### src/rtl/sd_cmd_phy.sv
// SD CMD-line PHY: serialises one 48-bit command frame with serial CRC7 and
// optionally captures and checks the 48-bit response, then idles P_NCC cycles.
module sd_cmd_phy #(
  parameter int P_NCR = 64,
  parameter int P_NCC = 8
) (
  input  logic        iclk,
  input  logic        irst_n,
  input  logic        istart,
  input  logic [5:0]  icmd_index,
  input  logic [31:0] iarg,
  input  logic        iresp_en,
  input  logic        icrc_chk,
  input  logic        icmd_i,
  output logic        ocmd_o,
  output logic        ocmd_oe,
  output logic        obusy,
  output logic        odone,
  output logic [5:0]  oresp_index,
  output logic [31:0] oresp,
  output logic        ocrc_err,
  output logic        otimeout
);

  localparam int TMAX = (P_NCR > P_NCC) ? P_NCR : P_NCC;
  localparam int TW   = $clog2(TMAX + 1);
  localparam logic [TW-1:0] NCR_LAST = TW'(P_NCR - 1);
  localparam logic [TW-1:0] NCC_LAST = TW'(P_NCC - 1);

  typedef enum logic [2:0] {
    S_IDLE,
    S_SEND,
    S_WAIT,
    S_RECV,
    S_GAP
  } state_t;

  state_t        state_q, state_d;
  logic [38:0]   tx_q, tx_d;
  logic [45:0]   rx_q, rx_d;
  logic [5:0]    bit_q, bit_d;
  logic [TW-1:0] tmr_q, tmr_d;
  logic [6:0]    crc_q, crc_d;
  logic          resp_en_q, resp_en_d;
  logic          crc_chk_q, crc_chk_d;
  logic          cmd_o_q, cmd_o_d;
  logic          cmd_oe_q, cmd_oe_d;
  logic          busy_q, busy_d;
  logic          done_q, done_d;
  logic [5:0]    resp_index_q, resp_index_d;
  logic [31:0]   resp_q, resp_d;
  logic          crc_err_q, crc_err_d;
  logic          timeout_q, timeout_d;

  logic [5:0]    bit_nxt;
  logic [46:0]   rx_full;

  // One serial step of CRC7, generator x^7 + x^3 + 1.
  function automatic logic [6:0] crc7_step(input logic [6:0] c, input logic b);
    logic fb;
    fb = b ^ c[6];
    return {c[5:0], 1'b0} ^ {3'b000, fb, 2'b00, fb};
  endfunction

  // bit_q holds the frame index of the bit currently on (or just taken from) the line.
  assign bit_nxt = bit_q - 6'd1;
  assign rx_full = {rx_q, icmd_i};

  always_comb begin
    state_d      = state_q;
    tx_d         = tx_q;
    rx_d         = rx_q;
    bit_d        = bit_q;
    tmr_d        = tmr_q;
    crc_d        = crc_q;
    resp_en_d    = resp_en_q;
    crc_chk_d    = crc_chk_q;
    cmd_o_d      = cmd_o_q;
    cmd_oe_d     = cmd_oe_q;
    busy_d       = busy_q;
    done_d       = 1'b0;
    resp_index_d = resp_index_q;
    resp_d       = resp_q;
    crc_err_d    = crc_err_q;
    timeout_d    = timeout_q;

    case (state_q)
      S_IDLE: begin
        cmd_oe_d = 1'b0;
        cmd_o_d  = 1'b1;
        if (istart) begin
          tx_d         = {1'b1, icmd_index, iarg};
          resp_en_d    = iresp_en;
          crc_chk_d    = icrc_chk;
          bit_d        = 6'd47;
          crc_d        = 7'd0;
          cmd_o_d      = 1'b0;
          cmd_oe_d     = 1'b1;
          busy_d       = 1'b1;
          resp_index_d = 6'd0;
          resp_d       = 32'd0;
          crc_err_d    = 1'b0;
          timeout_d    = 1'b0;
          state_d      = S_SEND;
        end
      end

      S_SEND: begin
        bit_d = bit_nxt;
        if (bit_q == 6'd0) begin
          cmd_oe_d = 1'b0;
          cmd_o_d  = 1'b1;
          tmr_d    = '0;
          crc_d    = 7'd0;
          state_d  = resp_en_q ? S_WAIT : S_GAP;
        end else if (bit_nxt >= 6'd8) begin
          cmd_o_d = tx_q[38];
          tx_d    = {tx_q[37:0], 1'b0};
          crc_d   = crc7_step(crc_q, tx_q[38]);
        end else if (bit_nxt != 6'd0) begin
          cmd_o_d = crc_q[6];
          crc_d   = {crc_q[5:0], 1'b0};
        end else begin
          cmd_o_d = 1'b1;
        end
      end

      S_WAIT: begin
        if (!icmd_i) begin
          // This sample is the response start bit; a zero leaves the CRC at zero.
          rx_d    = '0;
          bit_d   = 6'd47;
          crc_d   = 7'd0;
          state_d = S_RECV;
        end else if (tmr_q == NCR_LAST) begin
          timeout_d = 1'b1;
          tmr_d     = '0;
          state_d   = S_GAP;
        end else begin
          tmr_d = tmr_q + TW'(1);
        end
      end

      S_RECV: begin
        rx_d  = rx_full[45:0];
        bit_d = bit_nxt;
        if (bit_nxt >= 6'd8) begin
          crc_d = crc7_step(crc_q, icmd_i);
        end
        if (bit_nxt == 6'd0) begin
          resp_index_d = rx_full[45:40];
          resp_d       = rx_full[39:8];
          crc_err_d    = rx_full[46] | ~rx_full[0] |
                         (crc_chk_q & (rx_full[7:1] != crc_q));
          tmr_d        = '0;
          state_d      = S_GAP;
        end
      end

      S_GAP: begin
        if (tmr_q == NCC_LAST) begin
          done_d  = 1'b1;
          busy_d  = 1'b0;
          state_d = S_IDLE;
        end else begin
          tmr_d = tmr_q + TW'(1);
        end
      end

      default: begin
        cmd_oe_d = 1'b0;
        cmd_o_d  = 1'b1;
        busy_d   = 1'b0;
        state_d  = S_IDLE;
      end
    endcase
  end

  always_ff @(posedge iclk or negedge irst_n) begin
    if (!irst_n) begin
      state_q      <= S_IDLE;
      tx_q         <= '0;
      rx_q         <= '0;
      bit_q        <= 6'd0;
      tmr_q        <= '0;
      crc_q        <= 7'd0;
      resp_en_q    <= 1'b0;
      crc_chk_q    <= 1'b0;
      cmd_o_q      <= 1'b1;
      cmd_oe_q     <= 1'b0;
      busy_q       <= 1'b0;
      done_q       <= 1'b0;
      resp_index_q <= 6'd0;
      resp_q       <= 32'd0;
      crc_err_q    <= 1'b0;
      timeout_q    <= 1'b0;
    end else begin
      state_q      <= state_d;
      tx_q         <= tx_d;
      rx_q         <= rx_d;
      bit_q        <= bit_d;
      tmr_q        <= tmr_d;
      crc_q        <= crc_d;
      resp_en_q    <= resp_en_d;
      crc_chk_q    <= crc_chk_d;
      cmd_o_q      <= cmd_o_d;
      cmd_oe_q     <= cmd_oe_d;
      busy_q       <= busy_d;
      done_q       <= done_d;
      resp_index_q <= resp_index_d;
      resp_q       <= resp_d;
      crc_err_q    <= crc_err_d;
      timeout_q    <= timeout_d;
    end
  end

  assign ocmd_o      = cmd_o_q;
  assign ocmd_oe     = cmd_oe_q;
  assign obusy       = busy_q;
  assign odone       = done_q;
  assign oresp_index = resp_index_q;
  assign oresp       = resp_q;
  assign ocrc_err    = crc_err_q;
  assign otimeout    = timeout_q;

endmodule
### config.mk
export PLATFORM = sky130hd
export DESIGN_NAME = sd_cmd_phy
export DESIGN_NICKNAME = d
export VERILOG_FILES = /design/src/rtl/sd_cmd_phy.sv
export SDC_FILE = /design/constraint.sdc
export NUM_CORES = 1
export LEC_CHECK = 0
export ABC_AREA = 1
export BUFFER_PORTS_ARGS = -buffer_cell sky130_fd_sc_hd__buf_2
export CORE_MARGIN = 3
export CORE_UTILIZATION = 45
export DETAILED_ROUTE_END_ITERATION = 16
export PLACE_DENSITY_LB_ADDON = 0.15
export SLEW_MARGIN = 20
export SYNTH_ARGS = -nofsm -noshare
export SYNTH_HDL_FRONTEND = slang
export SYNTH_SLANG_ARGS = --single-unit
### constraint.sdc
create_clock -name iclk -period 4.6 [get_ports iclk]
set_clock_uncertainty 0.15 [all_clocks]
set_input_delay 0.23 -clock iclk [delete_from_list [all_inputs] [get_ports iclk]]
set_output_delay 0.23 -clock iclk [all_outputs]
set_load 0.02 [all_outputs]
Word level (Yosys, flattened, before mapping) --
Index checks and enable logic that the tools add are counted.
Storage, ports and cells: bits in read-only memories 0, output and inout bits 44, bits in writable memories 0, latch bits 0, logic and storage cells 129, input bits 44, flip-flop bits (word level) 154, memories kept 0
Operators by class: multipliers 0, reduce and logical (&&, ||, !) cells 25, shift-type cells 0, muxes and demuxes 55, bitwise operators 10, equality and inequality tests 20, order comparisons 1, add/sub/neg operators 2, divide/modulo/power cells 0
Operators with widths (count):
- 39-bit two-way mux | 3
- 46-bit case mux with 2 select lines | 1
- 39-bit case mux with 2 select lines | 1
- 7-bit two-way mux | 11
- 32-bit two-way mux | 2
- 32-bit case mux with 2 select lines | 1
- 7-bit case mux with 4 select lines | 2
- 46-bit two-way mux | 1
- 6-bit two-way mux | 4
- 2-bit != test (second input constant) | 11
- 3-bit two-way mux | 7
- 6-bit case mux with 3 select lines | 1
- 3-bit case mux with 5 select lines | 1
- 5-bit AND reduction | 3
- 1-bit two-way mux | 14
- 7-bit by 4-bit XOR with 7-bit output | 2
- 6-bit zero test | 2
- 6-bit case mux with 2 select lines | 1
- 1-bit case mux with 3 select lines | 3
- 3-bit AND reduction | 3
- 4-bit AND reduction | 2
- 2-bit nonzero test | 4
- 4-bit nonzero test | 2
- 7-bit by 1-bit adder with 7-bit output (second input constant) | 1
- 21 further kinds | 30

Depth between registers and ports, before layout --
Gate-level depths: netlist of the first run.
word-level depth 6, mapped depth 13, depth with buffers taken out 13

Worst setup path before layout of the first run --
Ideal clock, no wire load.
path type reg2reg, start point register bit_q[0], end point register resp_q[0] (netlist: oresp[0]), setup slack 2628 ps, stages on the path, launching flop included 12, data arrival time 1748 ps, required time 4376 ps, clock period less this slack 1972 ps, path buffers 2, library setup time 74 ps, cell sequence dfrtp_1 inv_1 ha_1 xnor2_1 nand2_1 nor2_2 nand3_2 o21ai_4 buf_6 buf_12 nand3_2 o21ai_2
Between the ends: word-level cells in the longest chain between the ends 4
RTL lines:
- start: declaration | RTL line 41 | logic [5:0] bit_q, bit_d;
- start signal: assignment | RTL line 201 | bit_q <= bit_d;
- 6-bit by 1-bit subtractor with 6-bit output | RTL line 66 | assign bit_nxt = bit_q - 6'd1;
- 6-bit zero test | RTL line 150 | if (bit_nxt == 6'd0) begin
- 2-bit != test (no line)
- 3-bit AND reduction (no line)
- end signal: assignment | RTL line 211 | resp_q <= resp_d;
- end: declaration | RTL line 51 | logic [31:0] resp_q, resp_d;
Every way passes these cells. A chain may end at the register's enable or synchronous reset.

Final worst setup path of the first run --
start point register state_q[0], end point register tx_q[0]
Between the ends: word-level cells in the longest chain between the ends 3, elaborated cells on any way between the ends 8, classes of those cells eq/ne: 4; mux: 1; reduce/logical: 3
RTL lines:
- start: declaration | RTL line 38 | state_t state_q, state_d;
- start signal: assignment | RTL line 198 | state_q <= state_d;
- 3-bit by 1-bit equality test with 1-bit output or 3-bit zero test (tied branches) | RTL line 87 | case (state_q)
- 2-bit != test (no line) or 2-bit nonzero test (tied branches)
- 4-bit AND reduction (no line)
- end signal: assignment | RTL line 199 | tx_q <= tx_d;
- end: declaration | RTL line 39 | logic [38:0] tx_q, tx_d;
Several ways; a longest one is shown, not always the timed one.

==> summary.md, run 1 <==
| Metric | Value |
|---|---|
| Hold Startpoint | istart |
| Outcome | finished clean |
| Internal | 3130 µW |
| Top-count cell post-synth | nand2_1 |
| Post-route ant nets | 0 |
| Syn avg cell area | 8.503 µm² |
| Worst path required time | 4.79 ns |
| Final min period | 2.811 ns |
| TritonCTS Buffers | 17 |
| GP Congestion | 0.8830 |
| Site Rows | between 40 and 50 |
| Seq pwr share | around 40% |
| Met3 WL | ~700 µm |
| Worst skew pair latency | between 0.4 and 0.5 ns |
| LEAKAGE | roughly 0.0044 µW |
| Total Wirelength | about 15 mm |
| HPWL Detailed | just over 9 mm |
| CP endpoint kind | flip-flop |
| Post-CTS Setup Bufs | 0 |
| Fin. Hold Viols | 0 |
| WHS Path Cells | 3 |
| Area growth syn-to-layout | 20.63% |
| Predominant post-synthesis flop cell | dfrtp_1 |
| Crit Reg-Reg Endpoint | tx_q[0]$_DFFE_PN0P_ |
| Setup Viol. Count Final | 0 |
| Peak VDD IR | 435.8 µV |
| Die Ht | around 130 µm |
| Maxcap violations | 0 |
| Crit path kind | reg2reg |
| DIE WIDTH | around 130 µm |
| Switching Power | 2013 µW |
| Met2 WL post-DR | about 6.8 mm |
| Cell Area, Synth | between 7000 and 8000 µm² |
| Synth cell count leaders | nand2_1 (299), dfrtp_1 (153), inv_1 (109), o22ai_1 (46), nand3_1 (37) |
| Cell area power density | 585.8 nW/µm² |
| Area contributors post-synth | dfrtp_1 (53%), nand2_1 (15%), inv_1 (5.6%), o22ai_1 (4.0%), nand3_2 (2.9%) |
| Cts repair resizes | 0 |
| Total grt overflow | 0 |
| RSZ-0062 raised after global routing | false |
| Port Buffers | 87 |
| I/O Pins | 88 |
| Syn Inst Count | between 800 and 900 |
| M1 wire length | about 7.4 mm |
| Reg2Reg Setup Slack | roughly 1.8 ns |
| Global-route wire length before repair | 26.88 mm |
| Initial antenna violation count | 0 |
| Post-synth EDFFs | 0 |
| Endpoint of the worst hold path | ocmd_oe$_DFFE_PN0P_ |
| Nets | 1019 |
| Data arrival time of the critical path | about 3.0 ns |
| Setup TNS | 0 ns |
| Final period util | slightly above 60% |
| Final max-slew violation count | 0 |
| Total GRT Usage | 18.31% |
| Xor and xnor area share after synthesis | under 10% |
| DRT iter0 DRCs | between 300 and 400 |
| Post-synthesis mux area share | less than 1% |
| Number of synthesized register bits | ~150 |
| Share of layout cells above drive strength 1 | 19.72% |
| CP max FO | 45 |
| Core ar. | roughly 15000 µm² |
| Dominant cell type by area after synthesis | dfrtp_1 |
| Vias | 5725 |
| Bufs on Longest Clock Path | 2 |
| Max Freq | approximately 0.36 GHz |
| Net Count, Synth | approximately 900 |
| Clk network pwr share | around a quarter |
| CTS tree | done |
| Compound-gate portion of the synthesized area | 10.99% |
| Wire per inst | approximately 13 µm |
| Starting density of the core | about 47% |
| Drt pass-1 iters | 5 |
| Hold Path Class | in2reg |
| DRC errors left | 0 |
| Share of the synthesized area in the top cell type | 52.60% |
| Worst r2r path cells | 10 |
| Highest routing layer actually used | met4 |
| Simple-gate share of the synthesized area | between 20% and 30% |
| Clock Pin Slew Worst Setup and Hold Paths | roughly 0.060 ns |
| Rel. slew slack | between 30 and 40% |
| Sw frac | between 30% and 40% |
| Reg2Reg Launch Point | state_q[0]$_DFFE_PN0P_ |
| Type of origin of the critical path | flip-flop |
| Adder-Cell Fraction of Synth Area | 0.6876% |
| Vias/cell | approximately 4.8 |
| Sequential fraction of the synthesis area | a little over half |
| Number of diodes | 0 |
| Root buf cell | clkbuf_16 |
| Vias in the first global route | 5581 |
| Hold Slack | ~0.084 ns |
| Finished Core Util | between 50% and 60% |
| Post-synth cell types | 40 |
| CTS Sinks | 154 |
| Largest net degree at the start of global routing | slightly below 80 |
| Gate power share | between 30% and 40% |
| Largest family of logic cells by synthesized area | simple AND/OR/NAND/NOR gates |
| Post-synth ARST share | between 90% and 100% |
| Filler cells | 1420 |
| Htree depth | 4 |
| Die area | ~18000 µm² |
| Synth warn | 0 |
| Least-Margin Pin Slew | between 0.9 and 1 ns |
per-stage QoR:
step / cell area (µm²) / std cells / total power [µW] / setup WS, ns
after floorplan: 7278 / 856 / 3469 / 2.628
after global placement: 7795 / 1122 / 3791 / 1.860
after detailed placement: 7795 / 1122 / 3811 / 1.763
after CTS: 8780 / 1195 / 5202 / 1.749
after global routing: 8780 / 1195 / 5605 / 1.486
final: 8780 / 1195 / 5143 / 1.789
worst max-delay path, stage by stage (launching register included):
cell	delay (ns)
dfrtp_1	0.42
nand2_2	0.17
nor2_2	0.04
buf_4	0.26
inv_2	0.58
nor2_1	0.14
a21oi_2	0.14
nand2_1	0.09
inv_2	0.48
nand3_1	0.13
o21ai_1	0.11
worst max path at each step:
stage          slack [ns]                   end                   start
6_report             1.79   tx_q[0]$_DFFE_PN0P_  state_q[0]$_DFFE_PN0P_
5_1_grt              1.49   tx_q[2]$_DFFE_PN0P_  state_q[0]$_DFFE_PN0P_
4_1_cts              1.75   tx_q[0]$_DFFE_PN0P_  state_q[0]$_DFFE_PN0P_
3_5_place_dp         1.76   tx_q[0]$_DFFE_PN0P_  state_q[0]$_DFFE_PN0P_
3_3_place_gp         1.86   tx_q[0]$_DFFE_PN0P_  state_q[0]$_DFFE_PN0P_
2_1_floorplan        2.63  oresp[0]$_DFFE_PN0P_    bit_q[0]$_DFFE_PN0P_
routing by layer:
| layer | track usage (%) | vias up |
|---|---|---|
| met2 | 28.08 | 140 |
| met1 | 26.26 | 2642 |
| met5 | 0 | - |
| met4 | 4.629 | 0 |
| met3 | 4.607 | 8 |
| li1 | - | 2935 |
power groups by stage:
stage	sequential, µW	clock (µW)	combinational (µW)
2_1_floorplan	2060	0	1410
3_3_place_gp	2080	0	1720
3_5_place_dp	2070	0	1740
4_1_cts	2060	1380	1770
5_1_grt	2120	1450	2040
6_report	2060	1340	1750
timing repair:
action	CTS	global route
hold endpoints to repair	112	0
setup endpoints to repair	0	0
hold buffers	41	0
area by class of cell:
| cell class | count | area, µm² | share of cell area, % |
|---|---|---|---|
| multi-input combinational | 543 | 2731 | 31.11 |
| clock buffer | 20 | 456.7 | 5.202 |
| clock inverter | 12 | 117.6 | 1.340 |
| inverter | 120 | 450.4 | 5.130 |
| sequential | 154 | 3855 | 43.91 |
| timing repair buffer | 135 | 904.6 | 10.30 |
| tap | 211 | 264.0 | 3.007 |
flip-flops by register name, summed over array words and instances (netlist names), 3 cells and up:
name / count
rx_q: 46
tx_q: 39
oresp: 32
crc_q: 7
tmr_q: 7
bit_q: 6
oresp_index: 6
state_q: 3
cell usage in the layout, fill, tap and decap left out, drive strengths merged, types with 6 or more instances in the layout:
| cell type | synthesis | final |
|---|---|---|
| clkbuf | 10 | 20 |
| a21oi | 6 | 6 |
| nand3 | 58 | 58 |
| nand4 | 6 | 6 |
| o22ai | 46 | 46 |
| nand2 | 303 | 303 |
| dfrtp | 153 | 153 |
| inv | 120 | 122 |
| dlygate4sd3 | 0 | 41 |
| xnor2 | 7 | 7 |
| xor2 | 8 | 8 |
| buf | 29 | 94 |
| nor2 | 25 | 25 |
| o21ai | 65 | 65 |
cells by family (layout without fill, tap and decap cells):
| kind of cell | count (synthesis) | after routing |
|---|---|---|
| muxes | 1 | 1 |
| xor gates and xnor gates | 15 | 15 |
| adders and majority gates | 4 | 4 |
| AOI/OAI and AO/OA | 126 | 126 |
| buffers and inverters | 159 | 287 |
| DFF | 154 | 154 |
| and+or+nand+nor | 397 | 397 |
Power figures use the tool's default switching activity.
==> run 2: changes to the inputs <==
==> constraint.sdc (replaced) <==
create_clock -name iclk -period 2.3 [get_ports iclk]
set_clock_uncertainty 0.15 [all_clocks]
set_input_delay 0.115 -clock iclk [delete_from_list [all_inputs] [get_ports iclk]]
set_output_delay 0.115 -clock iclk [all_outputs]
set_load 0.02 [all_outputs]
==> run 2 against run 1 <==
  * Fmax up 28%
  * Flip-flop and latch count unchanged
  * Cell area up 2.6%
  * Die area unchanged
  * Non-clock buffer count up 15
  * Hold slack better by 0.025 ns
  * Combinational power up 120%
  * Sequential power up 100%
  * Critical endpoint is now oresp[15]$_DFFE_PN0P_
==> summary.md, run 2 (synthesis results as in run 1) <==
| Metric | Value |
|---|---|
| Outcome | finished clean (unchanged) |
| HPWL Detailed | 9.653 mm (was 9.241 mm) |
| LEAKAGE | 0.004532 µW (was 0.004423 µW) |
| Clk network pwr share | 25.2% (was 26.0%) |
| Peak VDD IR | 680.5 µV (was 435.8 µV) |
| Largest Register | rx_q (unchanged) |
| Vias in the first global route | 5507 (was 5581) |
| CP max FO | 18 (was 45) |
| Hold Path Class | in2async (was in2reg) |
| Setup Viol. Count Final | 0 (unchanged) |
| GP Congestion | 0.8099 (was 0.8830) |
| Port Buffers | 87 (unchanged) |
| Starting density of the core | 47.01% (unchanged) |
| Dpl cell area | 7913 µm² (was 7795 µm²) |
| Reg2Reg Launch Point | bit_q[0]$_DFFE_PN0P_ (was state_q[0]$_DFFE_PN0P_) |
| Share of layout cells above drive strength 1 | 20.92% (was 19.72%) |
| Number of diodes | 0 (unchanged) |
| DRT iter0 DRCs | 276 (was 382) |
| Worst path required time | 2.50 ns (was 4.79 ns) |
| CP endpoint kind | flip-flop (unchanged) |
| Crit-path slowest cell | dfrtp_1 (was inv_2) |
| Data arrival time of the critical path | 2.39 ns (was 3.00 ns) |
| Die area | 17740 µm² (unchanged) |
| Gate power share | 35.8% (was 34.0%) |
| Sw frac | 38.93% (was 39.14%) |
| Rel. slew slack | 61.89% (was 37.93%) |
| Max Freq | 0.4557 GHz (was 0.3558 GHz) |
| Worst r2r path cells | 12 (was 10) |
| Vias | 5747 (was 5725) |
| Bufs on Longest Clock Path | 2 (unchanged) |
| Worst path depth | 12 (was 10) |
| Worst path bufs/invs | 4 (was 3) |
| Post-route ant nets | 0 (unchanged) |
| Filler cells | 1397 (was 1420) |
| Clock Pin Slew Worst Setup and Hold Paths | 0.06 ns (about the same) |
| CTS Sinks | 154 (unchanged) |
| Type of origin of the critical path | flip-flop (unchanged) |
| Total GRT Usage | 18.02% (was 18.31%) |
| Fin. Hold Viols | 0 (unchanged) |
| Final min period | 2.194 ns (was 2.811 ns) |
| Cell area power density | 1170 nW/µm² (was 585.8 nW/µm²) |
| Crit path kind | reg2reg (unchanged) |
| Root buf cell | clkbuf_16 (unchanged) |
| DIE WIDTH | 133.2 µm (unchanged) |
| Most frequent cells in the layout | nand2_1 (299), dfrtp_1 (153), inv_1 (108), buf_2 (86), o22ai_1 (46) (was nand2_1 (299), dfrtp_1 (153), inv_1 (109), buf_2 (86), o22ai_1 (46)) |
| M1 wire length | 7.527 mm (was 7.394 mm) |
| DRC errors left | 0 (unchanged) |
| Die Ht | 133.2 µm (unchanged) |
| Wire per inst | 12.80 µm (was 12.55 µm) |
| Crit Reg-Reg Endpoint | oresp[15]$_DFFE_PN0P_ (was tx_q[0]$_DFFE_PN0P_) |
| Core ar. | 15480 µm² (unchanged) |
| Most common cell after layout, fill and taps aside | nand2_1 (unchanged) |
| Least-Margin Pin Slew | 0.5716 ns (was 0.9311 ns) |
| Switching Power | 4106 µW (was 2013 µW) |
| Total Wirelength | 15.49 mm (was 15.00 mm) |
| Highest routing layer actually used | met4 (unchanged) |
| Met2 WL post-DR | 7.176 mm (was 6.820 mm) |
| Final period util | 95.41% (was 61.10%) |
| Vias/cell | 4.750 (was 4.791) |
| Area growth syn-to-layout | 23.81% (was 20.63%) |
| Worst skew pair latency | 0.42 ns (was 0.41 ns) |
| Nets | 1034 (was 1019) |
| Maxcap violations | 0 (unchanged) |
| Initial antenna violation count | 0 (unchanged) |
| Met3 WL | 588 µm (was 699 µm) |
| Seq pwr share | 39.0% (was 40.0%) |
| Internal | 6440 µW (was 3130 µW) |
| Reg2Reg Setup Slack | 0.11 ns (was 1.79 ns) |
| CP peak stage delay | 0.41 ns (was 0.58 ns) |
| Pwr Total | 10550 µW (was 5143 µW) |
| CTS tree | done (unchanged) |
| Final max-slew violation count | 0 (unchanged) |
| Global-route wire length before repair | 26.36 mm (was 26.88 mm) |
| Largest delay contributor family on the critical path | buffers and inverters (unchanged) |
| Max reg flops | 46 (unchanged) |
| Crit-path cells | inv_2, ha_2, xnor2_2, nand2_1, nor2_2, nand3_2, o21ai_4, buf_12, buf_12, clkbuf_16, nand3_2, o21ai_2 (was nand2_2, nor2_2, buf_4, inv_2, nor2_1, a21oi_2, nand2_1, inv_2, nand3_1, o21ai_1) |
| Total grt overflow | 0 (unchanged) |
| Htree depth | 4 (unchanged) |
| Drt pass-1 iters | 5 (unchanged) |
| Site Rows | 45 (unchanged) |
| Post-route cell area | 9011 µm² (was 8780 µm²) |
| Setup TNS | 0 ns (unchanged) |
| I/O Pins | 88 (unchanged) |
| Largest net degree at the start of global routing | 61 (was 79) |
| TritonCTS Buffers | 17 (unchanged) |
[run 2: worst max-delay path by stage]
stage / slack [ns] / to / start
global route: -0.02 / oresp[15]$_DFFE_PN0P_ / bit_q[1]$_DFFE_PN0P_
finish: 0.11 / oresp[15]$_DFFE_PN0P_ / bit_q[0]$_DFFE_PN0P_
CTS: 0.09 / oresp[20]$_DFFE_PN0P_ / bit_q[0]$_DFFE_PN0P_
global placement: 0.18 / tx_q[0]$_DFFE_PN0P_ / bit_q[0]$_DFFE_PN0P_
detailed placement: 0.11 / oresp[20]$_DFFE_PN0P_ / bit_q[0]$_DFFE_PN0P_
floorplan: 0.33 / oresp[0]$_DFFE_PN0P_ / bit_q[0]$_DFFE_PN0P_
[run 2: metal layers]
layer / vias up / global-route usage (%)
met5: - / 0
met4: 0 / 5.143
met3: 18 / 3.776
met2: 120 / 28.50
met1: 2649 / 25.31
li1: 2960 / -
[run 2: worst register-to-register path: stages (launching register included)]
cell       delay [ns]
dfrtp_1          0.41
inv_2            0.11
ha_2             0.23
xnor2_2          0.13
nand2_1          0.10
nor2_2           0.12
nand3_2          0.12
o21ai_4          0.19
buf_12           0.15
buf_12           0.10
clkbuf_16        0.19
nand3_2          0.08
o21ai_2          0.06
[run 2: per-stage QoR]
stage / hold WS [ns] / worst slack, ns / std cells / utilization, %
after CTS: 0.1135 / 0.08615 / 1206 / 57.51
after floorplan: -0.3306 / 0.3275 / 856 / -
after detailed placement: -0.008188 / 0.1075 / 1131 / 51.10
after global routing: 0.1607 / -0.01975 / 1210 / 58.20
after global placement: -0.004928 / 0.1757 / 1131 / 51.10
final: 0.1091 / 0.1055 / 1210 / 58.20
[run 2: what timing repair did]
action,in CTS,in global routing
setup buffers,0,2
hold buffers,43,0
resized for setup,0,6
endpoints found under the setup margin,0,75
hold endpoints to repair,126,0
[run 2: power by group through the flow]
stage,Combinational [µW],Sequential (µW),Clock (µW)
5_1_grt,4310,4230,2850
2_1_floorplan,2810,4120,0
3_5_place_dp,3590,4140,0
6_report,3770,4120,2660
3_3_place_gp,3540,4130,0
4_1_cts,3660,4110,2730
[run 2: cell type report]
| cell class | count | area, µm² | share of cell area [%] |
|---|---|---|---|
| sequential | 154 | 3855 | 42.78 |
| clock buffer | 20 | 446.7 | 4.957 |
| inverter | 120 | 452.9 | 5.026 |
| tap | 211 | 264.0 | 2.930 |
| multi-input combinational | 543 | 2741 | 30.42 |
| clock inverter | 12 | 115.1 | 1.277 |
| timing repair buffer | 150 | 1136 | 12.61 |
